===== config.mk =====
export PLATFORM = sky130hd
export DESIGN_NAME = at25010_seq
export DESIGN_NICKNAME = d
export VERILOG_FILES = /design/src/rtl/at25010_seq_pkg.sv /design/src/rtl/at25010_seq.sv
export SDC_FILE = /design/constraint.sdc
export NUM_CORES = 1
export LEC_CHECK = 0
export ABC_CLOCK_PERIOD_IN_PS = 2000
export CORE_ASPECT_RATIO = 0.9
export CORE_MARGIN = 3
export CORE_UTILIZATION = 47
export DETAILED_ROUTE_END_ITERATION = 8
export HOLD_SLACK_MARGIN = 0.08
export PLACE_DENSITY = 0.75
export SYNTH_ARGS = -nofsm -noshare
export SYNTH_HDL_FRONTEND = slang
export SYNTH_SLANG_ARGS = --single-unit

===== constraint.sdc =====
create_clock -name clk -period 2 [get_ports clk]
set_input_delay 0.4 -clock clk [delete_from_list [all_inputs] [get_ports clk]]
set_output_delay 0.4 -clock clk [all_outputs]
set_load 0.05 [all_outputs]

===== src/rtl/at25010_seq_pkg.sv =====
// Shared AT25010 command encodings and status-register bit positions, used by the
// sequencer and the EEPROM interface.
package at25010_seq_pkg;

  localparam logic [2:0] CmdWren  = 3'b000;
  localparam logic [2:0] CmdWrdi  = 3'b001;
  localparam logic [2:0] CmdRdsr  = 3'b010;
  localparam logic [2:0] CmdWrsr  = 3'b011;
  localparam logic [2:0] CmdRead  = 3'b100;
  localparam logic [2:0] CmdWrite = 3'b101;

  localparam int unsigned StatBusy = 0;  // RDY_n
  localparam int unsigned StatWel  = 1;

  // At least one poll is always made; the 8-bit poll counter caps the limit at 255.
  function automatic logic [7:0] eff_max_polls(input int unsigned max_polls);
    if (max_polls == 0) begin
      return 8'd1;
    end else if (max_polls > 255) begin
      return 8'd255;
    end else begin
      return 8'(max_polls);
    end
  endfunction

endpackage


===== src/rtl/at25010_seq.sv =====
// Byte read/write sequencer for an AT25010 SPI EEPROM: issues WREN/WRITE then polls RDSR
// until the device is ready, or a single READ, and returns one response per request.
module at25010_seq
  import at25010_seq_pkg::*;
#(
  parameter int unsigned MAX_POLLS     = 255,
  parameter int unsigned POLL_GAP_CLKS = 16
) (
  input  logic       clk,
  input  logic       rst,
  input  logic       req_valid,
  output logic       req_ready,
  input  logic       req_write,
  input  logic [6:0] req_addr,
  input  logic [7:0] req_wdata,
  output logic       rsp_valid,
  input  logic       rsp_ready,
  output logic [7:0] rsp_rdata,
  output logic       rsp_error,
  output logic       cmd_valid,
  output logic [2:0] cmd_type,
  output logic [6:0] cmd_addr,
  output logic [7:0] cmd_wdata,
  input  logic       cmd_ready,
  input  logic [7:0] cmd_rdata,
  input  logic       cmd_done,
  input  logic       cmd_error
);

  localparam logic [3:0] StIdle     = 4'd0;
  localparam logic [3:0] StRdCmd    = 4'd1;
  localparam logic [3:0] StRdWait   = 4'd2;
  localparam logic [3:0] StWrenCmd  = 4'd3;
  localparam logic [3:0] StWrenWait = 4'd4;
  localparam logic [3:0] StWrCmd    = 4'd5;
  localparam logic [3:0] StWrWait   = 4'd6;
  localparam logic [3:0] StGap      = 4'd7;
  localparam logic [3:0] StPollCmd  = 4'd8;
  localparam logic [3:0] StPollWait = 4'd9;
  localparam logic [3:0] StResp     = 4'd10;

  localparam logic [7:0]  MaxPolls = eff_max_polls(MAX_POLLS);
  localparam logic [15:0] GapLoad  = 16'(POLL_GAP_CLKS);

  logic [3:0]  state_q, state_d;
  logic [6:0]  addr_q, addr_d;
  logic [7:0]  wdata_q, wdata_d;
  logic [7:0]  poll_q, poll_d;
  logic [15:0] gap_q, gap_d;
  logic [7:0]  rdata_q, rdata_d;
  logic        error_q, error_d;
  logic        req_ready_q;
  logic        last_poll;

  assign last_poll = ({1'b0, poll_q} + 9'd1) >= {1'b0, MaxPolls};

  always_comb begin
    state_d = state_q;
    addr_d  = addr_q;
    wdata_d = wdata_q;
    poll_d  = poll_q;
    gap_d   = gap_q;
    rdata_d = rdata_q;
    error_d = error_q;
    unique case (state_q)
      StIdle: begin
        if (req_valid && req_ready_q) begin
          addr_d  = req_addr;
          wdata_d = req_write ? req_wdata : 8'h00;
          rdata_d = 8'h00;
          error_d = 1'b0;
          state_d = req_write ? StWrenCmd : StRdCmd;
        end
      end
      StRdCmd:    if (cmd_ready) state_d = StRdWait;
      StWrenCmd:  if (cmd_ready) state_d = StWrenWait;
      StWrCmd:    if (cmd_ready) state_d = StWrWait;
      StPollCmd:  if (cmd_ready) state_d = StPollWait;
      // Error outranks a simultaneous done in every wait state.
      StRdWait: begin
        if (cmd_error) begin
          error_d = 1'b1;
          state_d = StResp;
        end else if (cmd_done) begin
          rdata_d = cmd_rdata;
          state_d = StResp;
        end
      end
      StWrenWait: begin
        if (cmd_error) begin
          error_d = 1'b1;
          state_d = StResp;
        end else if (cmd_done) begin
          state_d = StWrCmd;
        end
      end
      StWrWait: begin
        if (cmd_error) begin
          error_d = 1'b1;
          state_d = StResp;
        end else if (cmd_done) begin
          poll_d  = 8'd0;
          gap_d   = GapLoad;
          state_d = StGap;
        end
      end
      StGap: begin
        if (gap_q <= 16'd1) begin
          state_d = StPollCmd;
        end else begin
          gap_d = gap_q - 16'd1;
        end
      end
      StPollWait: begin
        if (cmd_error) begin
          error_d = 1'b1;
          state_d = StResp;
        end else if (cmd_done) begin
          if (!cmd_rdata[StatBusy]) begin
            state_d = StResp;
          end else if (last_poll) begin
            error_d = 1'b1;
            state_d = StResp;
          end else begin
            poll_d  = poll_q + 8'd1;
            gap_d   = GapLoad;
            state_d = StGap;
          end
        end
      end
      StResp:     if (rsp_ready) state_d = StIdle;
      default:    state_d = StIdle;
    endcase
  end

  always_ff @(posedge clk) begin
    if (rst) begin
      state_q     <= StIdle;
      addr_q      <= 7'd0;
      wdata_q     <= 8'd0;
      poll_q      <= 8'd0;
      gap_q       <= 16'd0;
      rdata_q     <= 8'd0;
      error_q     <= 1'b0;
      req_ready_q <= 1'b0;
    end else begin
      state_q     <= state_d;
      addr_q      <= addr_d;
      wdata_q     <= wdata_d;
      poll_q      <= poll_d;
      gap_q       <= gap_d;
      rdata_q     <= rdata_d;
      error_q     <= error_d;
      req_ready_q <= (state_d == StIdle);
    end
  end

  always_comb begin
    cmd_valid = 1'b0;
    cmd_type  = CmdWren;
    cmd_addr  = 7'd0;
    cmd_wdata = 8'd0;
    unique case (state_q)
      StRdCmd: begin
        cmd_valid = 1'b1;
        cmd_type  = CmdRead;
        cmd_addr  = addr_q;
      end
      StWrenCmd: begin
        cmd_valid = 1'b1;
        cmd_type  = CmdWren;
      end
      StWrCmd: begin
        cmd_valid = 1'b1;
        cmd_type  = CmdWrite;
        cmd_addr  = addr_q;
        cmd_wdata = wdata_q;
      end
      StPollCmd: begin
        cmd_valid = 1'b1;
        cmd_type  = CmdRdsr;
      end
      default: ;
    endcase
  end

  assign req_ready = req_ready_q;
  assign rsp_valid = (state_q == StResp);
  assign rsp_rdata = rdata_q;
  assign rsp_error = error_q;

endmodule


==> results of run 1 <==
## final timing paths
path	from	to	cells past startpoint
worst min register to register	wdata_q[6]$_SDFFE_PP0P_	wdata_q[6]$_SDFFE_PP0P_	2
worst max register to register	state_q[2]$_SDFF_PP0_	gap_q[6]$_SDFFE_PP0P_	8
worst min-delay path	wdata_q[6]$_SDFFE_PP0P_	wdata_q[6]$_SDFFE_PP0P_	2
worst max-delay path	state_q[2]$_SDFF_PP0_	gap_q[6]$_SDFFE_PP0P_	8
## layout make-up
cell class	count	area share
Timing Repair Buffer	154	0.317
Inverter	8	0.00637
Clock buffer	8	0.0157
Multi-Input combinational cell	287	0.428
Sequential cell	53	0.212
Tap cell	87	0.0213
## stage by stage
stage / setup slack, ns / hold WS (ns)
CTS: -0.0794 / 0.453
finish: -0.157 / 0.451
global placement: -0.414 / 0.434
floorplan: -0.0791 / 0.427
detailed placement: -0.473 / 0.440
global route: -0.235 / 0.475
## sequential cells by signal, indices dropped and copies added (netlist names)
register and flops:
addr_q 7, wdata_q 8, rsp_rdata 8, gap_q 16
rsp_error 1, req_ready 1, state_q 4, poll_q 8
## logic make-up after synthesis
family,count (synthesis),synth area share
adders and majority gates,4,0.0166
buffers and inverters,41,0.0563
DFF,53,0.351
AOI/OAI and AO/OA,114,0.250
muxes,8,0.0265
and+or+nand+nor,160,0.299
## critical path, cell delays in order, from the launching register on
cell       delay, ns
dfxtp_4         0.38
nand4bb_4       0.24
or3_4           0.37
o31ai_4         0.07
buf_6           0.17
nand3_4         0.11
buf_6           0.16
nor4_1          0.39
o21ba_2         0.21
## what timing repair did
| action | CTS | global route |
|---|---|---|
| gates resized for setup | 41 | 57 |
| gates cloned | 1 | 2 |
| endpoints found under the setup margin | 28 | 36 |
| pin swaps | 22 | 18 |
| setup buffers | 10 | 6 |
## routing by layer
| metal | up-vias | GRT usage | share of wire |
|---|---|---|---|
| li1 | 1669 | - | - |
| met1 | 1844 | 0.329 | 0.40 |
| met2 | 234 | 0.459 | 0.50 |
| met3 | 53 | 0.0385 | 0.075 |
| met4 | 0 | 0.0841 | 0.028 |
| met5 | - | 0 | 0 |
## power breakdown
part / internal (mW) / switching (mW) / leakage, nW
sequential: 1.12 / 0.0598 / 0.433
combinational: 0.496 / 0.609 / 1.57
clock: 0.250 / 0.355 / 0.0395
## cells in the final DEF, fill, tap and decap left out, types with 8 or more instances in the layout
cell	synthesis	layout
nor2_1	29	25
a21oi_1	38	30
a21oi_2	0	8
dfxtp_1	53	46
o21ai_0	16	13
nand3_1	16	14
and3_1	12	9
and2_2	0	8
a22oi_1	10	9
buf_12	0	22
clkdlybuf4s50_1	0	37
buf_6	0	14
or3_1	12	8
or4_4	1	10
buf_4	1	76
nand2_1	31	28
==> metrics.md, run 1 <==
| Metric | Value |
|---|---|
| CP Launch Type | flip-flop |
| Multi-input logic area | 2190 sq um |
| EDFF count, synth | 0 |
| Largest net degree at the start of global routing | 35 |
| CTS Sinks | 53 |
| P&R area growth vs syn | 69.0% |
| Ys async rst share | 0 |
| Largest cells by area after synthesis | dfxtp_1 (35%), a21oi_1 (6.3%), nand2_1 (3.8%), nor2_1 (3.6%), or4_1 (3.0%) |
| Die Area | between 7000 and 8000 sq um |
| WL per Instance | 20.1 microns |
| Synth Instances | 380 |
| Initial core utilization | 0.489 |
| First-pass DRT Iterations | 5 |
| Status | complete, but fails checks |
| Total GRT Usage | 0.259 |
| ANT cells | 0 |
| Mapped Nets | slightly above 400 |
| Layout Cells excl Fill | ~600 |
| Tmin final | 2.16 ns |
| DRT iter0 DRCs | 308 |
| Post-Route WL | 12000 microns |
| Fillers | about 330 |
| Least-Margin Pin Slew | 0.597 ns |
| Routed vias/inst | 6.37 |
| WS Path Type | flip-flop to flip-flop |
| Vias | 3800 |
| Critical path fanouts, max | 6 |
| Top cell type's share of synthesized area | 0.351 |
| Seq cells post-synth | 53 |
| Worst Setup Slack, final | -0.157 ns |
| Root buf cell | clkbuf_8 |
| Min-delay worst type | flip-flop to flip-flop |
| DRC | 0 |
| Final TNS setup | -1.39 ns |
| CTS tree | yes |
| Die H | 82.1 microns |
| Worst Skew | about 0.0082 ns |
| Number of CTS-inserted buffers | 5 |
| Syn avg cell area | 7.95 sq um |
| Util after Layout | 0.827 |
| Core Footprint | 6180 sq um |
| Pwr Density | 566 nW/um^2 |
| Clock latency on the worst-skew pair | 0.31 ns |
| Hold Buf Count CTS | 0 |
| Register Area | 1080 sq um |
| Final nets | 544 |
| Dominant synthesized flop cell | dfxtp_1 |
| Layout cells sized above 1 | 0.412 |
| Worst Path Required | 2.26 ns |
| Final HPWL from detailed placement | 6720 microns |
| Final max-slew violation count | 0 |
| Vias in the first global route | 3291 |
| Final GP Congestion | between 0.8 and 0.9 |
| CP endpoint kind | flip-flop |
| Worst slew margin | 0.596 |
| RSZ-0062 raised after global routing | true |
| Placed Instances | 570 |
| First-pass GRT wire length | approximately 16000 microns |
| FMAX | about 460 MHz |
| Final period util | 1.08 |
| Failing checks | setup timing |
| Die W | 90.5 microns |
| Routed Antenna Nets | 0 |
| Most frequent cell after synthesis | dfxtp_1 |
| Grt ovf | 0 |
| Pleak | 2.04 nW |
| Post-synth top area cell | dfxtp_1 |
| Yosys warns | 0 |
| Power Total | 2.89 mW |
| CTS H-tree depth | 2 |
| Initial antenna violation count | 0 |
| # IOs | 61 |
| Post-DP Area | 4460 sq um |
| Worst-path clk slew | approximately 0.09 ns |
| Longest Clk Path Bufs | 2 |
| Commonest cells in the netlist | dfxtp_1 (53), a21oi_1 (38), nand2_1 (31), nor2_1 (29), clkbuf_1 (22) |
| Post-synthesis sequential area ratio | 0.351 |
| Design Area, Final | 5110 sq um |
| Maximum vdd drop | between 0.0003 and 0.0004 V |
| Port bufs | 60 |
| Fin. Hold Viols | 0 |
| Post-synthesis cell type count | 53 |
| Max-Cap Viols | 0 |
| Post-Syn Area | ~3000 sq um |
| # setup viols final | 25 |
| FF-to-FF setup slack | -0.16 ns |
| Num rows | 27 |
| Arrival time worst endpoint | 2.42 ns |
Power figures use the tool's default switching activity.
==> inputs of run 2 (changes only) <==
--- a/config.mk
+++ b/config.mk
@@ -8,10 +8,12 @@
 export ABC_CLOCK_PERIOD_IN_PS = 2000
 export CORE_ASPECT_RATIO = 0.9
 export CORE_MARGIN = 3
-export CORE_UTILIZATION = 47
+export CORE_UTILIZATION = 48
+export CTS_BUF_LIST = sky130_fd_sc_hd__clkbuf_4 sky130_fd_sc_hd__clkbuf_8
 export DETAILED_ROUTE_END_ITERATION = 8
 export HOLD_SLACK_MARGIN = 0.08
-export PLACE_DENSITY = 0.75
+export PLACE_DENSITY = 0.76
 export SYNTH_ARGS = -nofsm -noshare
 export SYNTH_HDL_FRONTEND = slang
 export SYNTH_SLANG_ARGS = --single-unit
+export TNS_END_PERCENT = 1
==> metrics.md, run 2 (synthesis results as in run 1) <==
| Metric | Value |
|---|---|
| Worst slew margin | 0.655 (+0.0589) |
| Total GRT Usage | 0.264 (+0.00479) |
| Final TNS setup | -2.79 ns (-1.41 ns) |
| CP endpoint kind | flip-flop |
| Flop pwr share | 0.416 (+0.007) |
| Most common cell after layout, fill and taps aside | buf_4 |
| Pwr Density | 586 nW/um^2 (+3.5%) |
| Switch share | 0.334 (-0.0201) |
| Vias in the first global route | 3211 (-2.4%) |
| Routed Antenna Nets | 0 (unchanged) |
| Final HPWL from detailed placement | 6860 microns (+2.0%) |
| Final nets | 530 (-2.6%) |
| Num rows | 26 (-3.7%) |
| FMAX | 452 MHz (-2.4%) |
| Initial core utilization | 0.513 (+0.0244) |
| Final period util | 1.11 (+0.0270) |
| Hold Buf Count CTS | 0 (unchanged) |
| Multi-input logic area | 2090 sq um (-4.6%) |
| Worst Skew | 0.00827 ns (+0.000113 ns) |
| WS Path Type | flip-flop to flip-flop |
| DRC | 0 (unchanged) |
| Vias | 3540 (-6.8%) |
| Largest register FFs | 16 (unchanged) |
| Final GP Congestion | 0.882 (-1.2%) |
| Initial antenna violation count | 0 (unchanged) |
| # setup viols final | 27 (+8.0%) |
| # IOs | 61 (unchanged) |
| Least-Margin Pin Slew | 0.516 ns (-0.0816 ns) |
| Top reg by flops | gap_q |
| CP Launch Type | flip-flop |
| P&R area growth vs syn | 60.1% |
| Arrival time worst endpoint | 2.44 ns (+0.02 ns) |
| Internal power | 1.89 mW (+1.1%) |
| Clock Power Share | 0.257 (+0.048) |
| Die Area | 7290 sq um (-1.9%) |
| Pleak | 1.96 nW (-4.1%) |
| Layout cells sized above 1 | 0.352 (-0.0602) |
| Worst Path Required | 2.23 ns (-0.03 ns) |
| Max-Cap Viols | 0 (unchanged) |
| Status | complete, but fails checks |
| Fin. Hold Viols | 0 (unchanged) |
| Post-Route WL | 10800 microns (-10%) |
| WL per Instance | 18.6 microns (-7.5%) |
| CTS tree | yes |
| CTS H-tree depth | 2 (unchanged) |
| Clock latency on the worst-skew pair | 0.31 ns (about the same) |
| Psw | 0.947 mW (-7.5%) |
| Failing checks | setup timing |
| Core Footprint | 5890 sq um (-4.8%) |
| Maximum vdd drop | 0.000396 V (+2.5%) |
| Tmin final | 2.21 ns (+0.0540 ns) |
| Util after Layout | 0.822 (-0.00441) |
| Critical path fanouts, max | 6 (unchanged) |
| Comb pwr share | 0.327 (-0.055) |
| Commonest cells after routing, fill and taps aside | buf_4 (69), dfxtp_1 (48), clkdlybuf4s50_1 (38) |
| RSZ-0062 raised after global routing | true |
| Number of CTS-inserted buffers | 5 (unchanged) |
| Fillers | 372 (+12%) |
| Port bufs | 60 (unchanged) |
| Worst-path clk slew | 0.10 ns (about the same) |
| DRT iter0 DRCs | 345 (+12%) |
| Die W | 89.7 microns (-0.98%) |
| Grt ovf | 0 (unchanged) |
| Power Total | 2.84 mW (-1.9%) |
| Routed vias/inst | 6.11 (-3.9%) |
| Final max-slew violation count | 0 (unchanged) |
| Worst Setup Slack, final | -0.211 ns (-0.0540 ns) |
| Die H | 81.3 microns (-0.97%) |
| Longest Clk Path Bufs | 2 (unchanged) |
| Largest net degree at the start of global routing | 24 (-31%) |
| First-pass GRT wire length | 15300 microns (-3.3%) |
| Min-delay worst type | flip-flop to flip-flop |
| First-pass DRT Iterations | 7 (+2) |
| ANT cells | 0 (unchanged) |
| Root buf cell | clkbuf_8 |
| Register Area | 1070 sq um (-0.69%) |
| CTS Sinks | 53 (unchanged) |
-- run 2: worst max-delay path: stages, from the launching register on --
cell and delay (ns):
dfxtp_4 0.42, inv_4 0.04, ha_4 0.22, nor2_2 0.15, o2111ai_2 0.19, a21oi_4 0.25, and3_4 0.31, buf_12 0.14
buf_8 0.10, o211ai_1 0.10, mux2i_1 0.20
-- run 2: final cells by class --
type | instances | area share
Multi-Input combinational cell | 289 | 0.431
Timing Repair Buffer | 138 | 0.297
Sequential cell | 53 | 0.222
Tap cell | 84 | 0.0217
Clock buffer | 5 | 0.0142
Clock inverter | 2 | 0.00724
Inverter | 8 | 0.00672
-- run 2: through the flow --
stage	cells	hold WS, ns	worst slack, ns	cell area (sq um)
after detailed placement	565	0.443	-0.495	4370
after global routing	579	0.477	-0.253	4840
final	579	0.454	-0.211	4840
after global placement	565	0.435	-0.442	4370
after floorplan	380	0.427	-0.0831	3050
after CTS	573	0.456	-0.113	4530
-- run 2: power groups by stage --
stage	combinational (mW)	clock, mW	sequential [mW]
finish	0.928	0.729	1.18
global route	0.990	0.777	1.19
CTS	0.880	0.728	1.17
detailed placement	0.863	0	1.19
global placement	0.844	0	1.19
floorplan	0.439	0	1.24
-- run 2: worst paths after layout --
kind,start,to,slack (ns),cells past startpoint
max,poll_q[0]$_SDFFE_PP0P_,gap_q[9]$_SDFFE_PP0P_,-0.21,10
min,wdata_q[1]$_SDFFE_PP0P_,wdata_q[1]$_SDFFE_PP0P_,0.45,2
max reg2reg,poll_q[0]$_SDFFE_PP0P_,gap_q[9]$_SDFFE_PP0P_,-0.21,10
min reg2reg,wdata_q[1]$_SDFFE_PP0P_,wdata_q[1]$_SDFFE_PP0P_,0.45,2
-- run 2: timing repair --
item,4_1_cts,5_1_grt
resized for setup,18,65
pin swaps,1,23
gates cloned,0,4
setup buffers,1,2
endpoints found under the setup margin,48,47
-- run 2: layer usage --
layer | track usage | share of wire | vias up
met3 | 0.0335 | 0.060 | 28
met5 | 0 | 0 | -
met2 | 0.471 | 0.51 | 173
met1 | 0.344 | 0.41 | 1704
li1 | - | - | 1635
met4 | 0.0432 | 0.017 | 0
==> inputs of run 3 (changes only) <==
--- a/config.mk
+++ b/config.mk
@@ -6,13 +6,13 @@
 export NUM_CORES = 1
 export LEC_CHECK = 0
 export ABC_CLOCK_PERIOD_IN_PS = 2000
-export CORE_ASPECT_RATIO = 0.9
+export CORE_ASPECT_RATIO = 1.25
 export CORE_MARGIN = 3
-export CORE_UTILIZATION = 48
-export CTS_BUF_LIST = sky130_fd_sc_hd__clkbuf_4 sky130_fd_sc_hd__clkbuf_8
+export CORE_UTILIZATION = 47
+export CTS_BUF_LIST = sky130_fd_sc_hd__clkbuf_16
 export DETAILED_ROUTE_END_ITERATION = 8
 export HOLD_SLACK_MARGIN = 0.08
-export PLACE_DENSITY = 0.76
+export PLACE_DENSITY = 0.75
 export SYNTH_ARGS = -nofsm -noshare
 export SYNTH_HDL_FRONTEND = slang
 export SYNTH_SLANG_ARGS = --single-unit
==> metrics.md, run 3 (synthesis results as in run 1) <==
| Metric | Value |
|---|---|
| Status | complete, but fails checks |
| Failing checks | setup timing |
| ANT cells | 0 (unchanged) |
| WL per Instance | 17.3 microns (-7.2%) |
| CP Launch Type | flip-flop |
| Routed vias/inst | 6.05 (-1.1%) |
| Worst slew margin | 0.648 (-0.00697) |
| Min-delay worst type | flip-flop to flip-flop |
| CTS H-tree depth | 2 (unchanged) |
| WS Path Type | flip-flop to flip-flop |
| CP endpoint kind | flip-flop |
| CP dominant cell by count | buf_4 |
| Pwr Density | 649 nW/um^2 (+11%) |
| CP delay by family, top | simple AND/OR/NAND/NOR gates |
| Peak per-stage delay on the critical path | 0.37 ns (-0.05 ns) |
| Total GRT Usage | 0.258 (-0.00647) |
| Worst Skew | 0.00999 ns (+0.00173 ns) |
| Largest net degree at the start of global routing | 20 (-17%) |
| Die W | 77.7 microns (-13%) |
| Post-Route WL | 10000 microns (-7.0%) |
| Tmin final | 2.10 ns (-0.115 ns) |
| First-pass GRT wire length | 15500 microns (+1.2%) |
| FMAX | 477 MHz (+5.5%) |
| Layout Cells excl Fill | 580 (+0.17%) |
| CP bufs+invs | 3 (unchanged) |
| Longest Clk Path Bufs | 2 (unchanged) |
| Grt ovf | 0 (unchanged) |
| Clock latency on the worst-skew pair | 0.29 ns (-0.02 ns) |
| Worst Path Required | 2.22 ns (about the same) |
| Core Footprint | 6210 sq um (+5.4%) |
| Die Area | 7440 sq um (+2.0%) |
| Power Total | 3.21 mW (+13%) |
| Largest register FFs | 16 (unchanged) |
| Pre-CTS WS | -0.491 ns (+0.00388 ns) |
| Final HPWL from detailed placement | 6610 microns (-3.6%) |
| Final period util | 1.05 (-0.0574) |
| Num rows | 32 (+23%) |
| Root buf cell | clkbuf_16 |
| Final TNS setup | -0.525 ns (+2.27 ns) |
| Fin. Hold Viols | 0 (unchanged) |
| Commonest cells after routing, fill and taps aside | buf_4 (69), dfxtp_1 (45), clkdlybuf4s50_1 (36) |
| Maximum vdd drop | 0.000534 V (+35%) |
| Final GP Congestion | 0.891 (+1.0%) |
| Worst-path cell chain | nand4bb_4, or3_4, o31ai_4, buf_6, buf_4, buf_4, nand3_1, a21oi_1, mux2i_1 |
| Top reg by flops | gap_q |
| Final nets | 530 (unchanged) |
| Layout cells sized above 1 | 0.358 (+0.00606) |
| # IOs | 61 (unchanged) |
| Critical path fanouts, max | 4 (-2) |
| Final max-slew violation count | 0 (unchanged) |
| Arrival time worst endpoint | 2.32 ns (-0.12 ns) |
| Least-Margin Pin Slew | 0.526 ns (+0.0104 ns) |
| Die H | 95.7 microns (+18%) |
| DRT iter0 DRCs | 314 (-9.0%) |
| CTS Sinks | 53 (unchanged) |
| Placed Instances | 568 (+0.53%) |
| Initial antenna violation count | 0 (unchanged) |
| Routed Antenna Nets | 0 (unchanged) |
| CTS tree | yes |
| Worst-path clk slew | 0.07 ns (-0.03 ns) |
| Number of CTS-inserted buffers | 5 (unchanged) |
| Vias | 3507 (-0.93%) |
| Worst Setup Slack, final | -0.0959 ns (+0.115 ns) |
| P&R area growth vs syn | 63.6% |
| Initial core utilization | 0.487 (-0.0263) |
| Util after Layout | 0.797 (-0.0254) |
| # setup viols final | 11 (-59%) |
| Slowest library cell on the worst path | or3_4 |
| DRC | 0 (unchanged) |
| Port bufs | 60 (unchanged) |
| Max-Cap Viols | 0 (unchanged) |
| Vias in the first global route | 3387 (+5.5%) |
| First-pass DRT Iterations | 5 (-2) |
| Pleak | 1.97 nW (+0.53%) |
| Most common cell after layout, fill and taps aside | buf_4 |
| RSZ-0062 raised after global routing | true |
run 3: cell types whose count changed in the layout (fill, tap and decap cells not counted), sizes merged:
cell and delta:
clkdlybuf4s50 -2, dlymetal6s2s -1, nand3 -1, dlygate4sd2 +2, a21o -1, and3 -1, clkbuf -1, buf +5
run 3: cell type report:
| class | count | area (sq um) |
|---|---|---|
| inverter | 8 | 32.5 |
| tap | 85 | 106 |
| multi-input combinational | 286 | 2090 |
| clock buffer | 5 | 125 |
| fill | 375 | 1260 |
| clock inverter | 2 | 35.0 |
| timing repair buffer | 141 | 1480 |
| sequential | 53 | 1080 |
run 3: path summary, 6_finish.rpt:
check | start | end | slack, ns | cells after the start
max | state_q[2]$_SDFF_PP0_ | gap_q[13]$_SDFFE_PP0P_ | -0.1 | 9
min | addr_q[5]$_SDFFE_PP0P_ | addr_q[5]$_SDFFE_PP0P_ | 0.45 | 2
max reg2reg | state_q[2]$_SDFF_PP0_ | gap_q[13]$_SDFFE_PP0P_ | -0.1 | 9
min reg2reg | addr_q[5]$_SDFFE_PP0P_ | addr_q[5]$_SDFFE_PP0P_ | 0.45 | 2
run 3: where the power goes:
part / switching (mW) / internal, mW / total (mW) / leakage [nW]
combinational: 0.562 / 0.488 / 1.05 / 1.45
clock: 0.394 / 0.582 / 0.976 / 0.0797
sequential: 0.0588 / 1.12 / 1.18 / 0.433
run 3: per-stage QoR:
| step | hold WS [ns] | area [sq um] |
|---|---|---|
| 3_5_place_dp | 0.442 | 4390 |
| 4_1_cts | 0.451 | 4750 |
| 5_1_grt | 0.467 | 4940 |
| 2_1_floorplan | 0.427 | 3050 |
| 6_report | 0.450 | 4940 |
| 3_3_place_gp | 0.433 | 4390 |
run 3: worst register-to-register path, cell delays in order, from the launching register on:
cell       delay, ns
dfxtp_2         0.35
nand4bb_4       0.24
or3_4           0.37
o31ai_4         0.10
buf_6           0.16
buf_4           0.14
buf_4           0.11
nand3_1         0.09
a21oi_1         0.25
mux2i_1         0.21
run 3: repair_timing:
| action | CTS | global route |
|---|---|---|
| hold buffers | 0 | 0 |
| pin swaps | 8 | 14 |
| endpoints found under the setup margin | 30 | 30 |
| resized for setup | 43 | 44 |
| buffers inserted | 5 | 0 |
| gates cloned | 0 | 0 |
run 3: per-layer routing:
layer  vias to the layer above  routed length, microns  track usage  share of wire
met5                         -                       0            0              0
met2                       149                    5200        0.476           0.52
met1                      1681                    3890        0.284           0.39
li1                       1637                       -            -              -
met4                         0                     337       0.0935          0.034
met3                        40                     591       0.0652          0.059
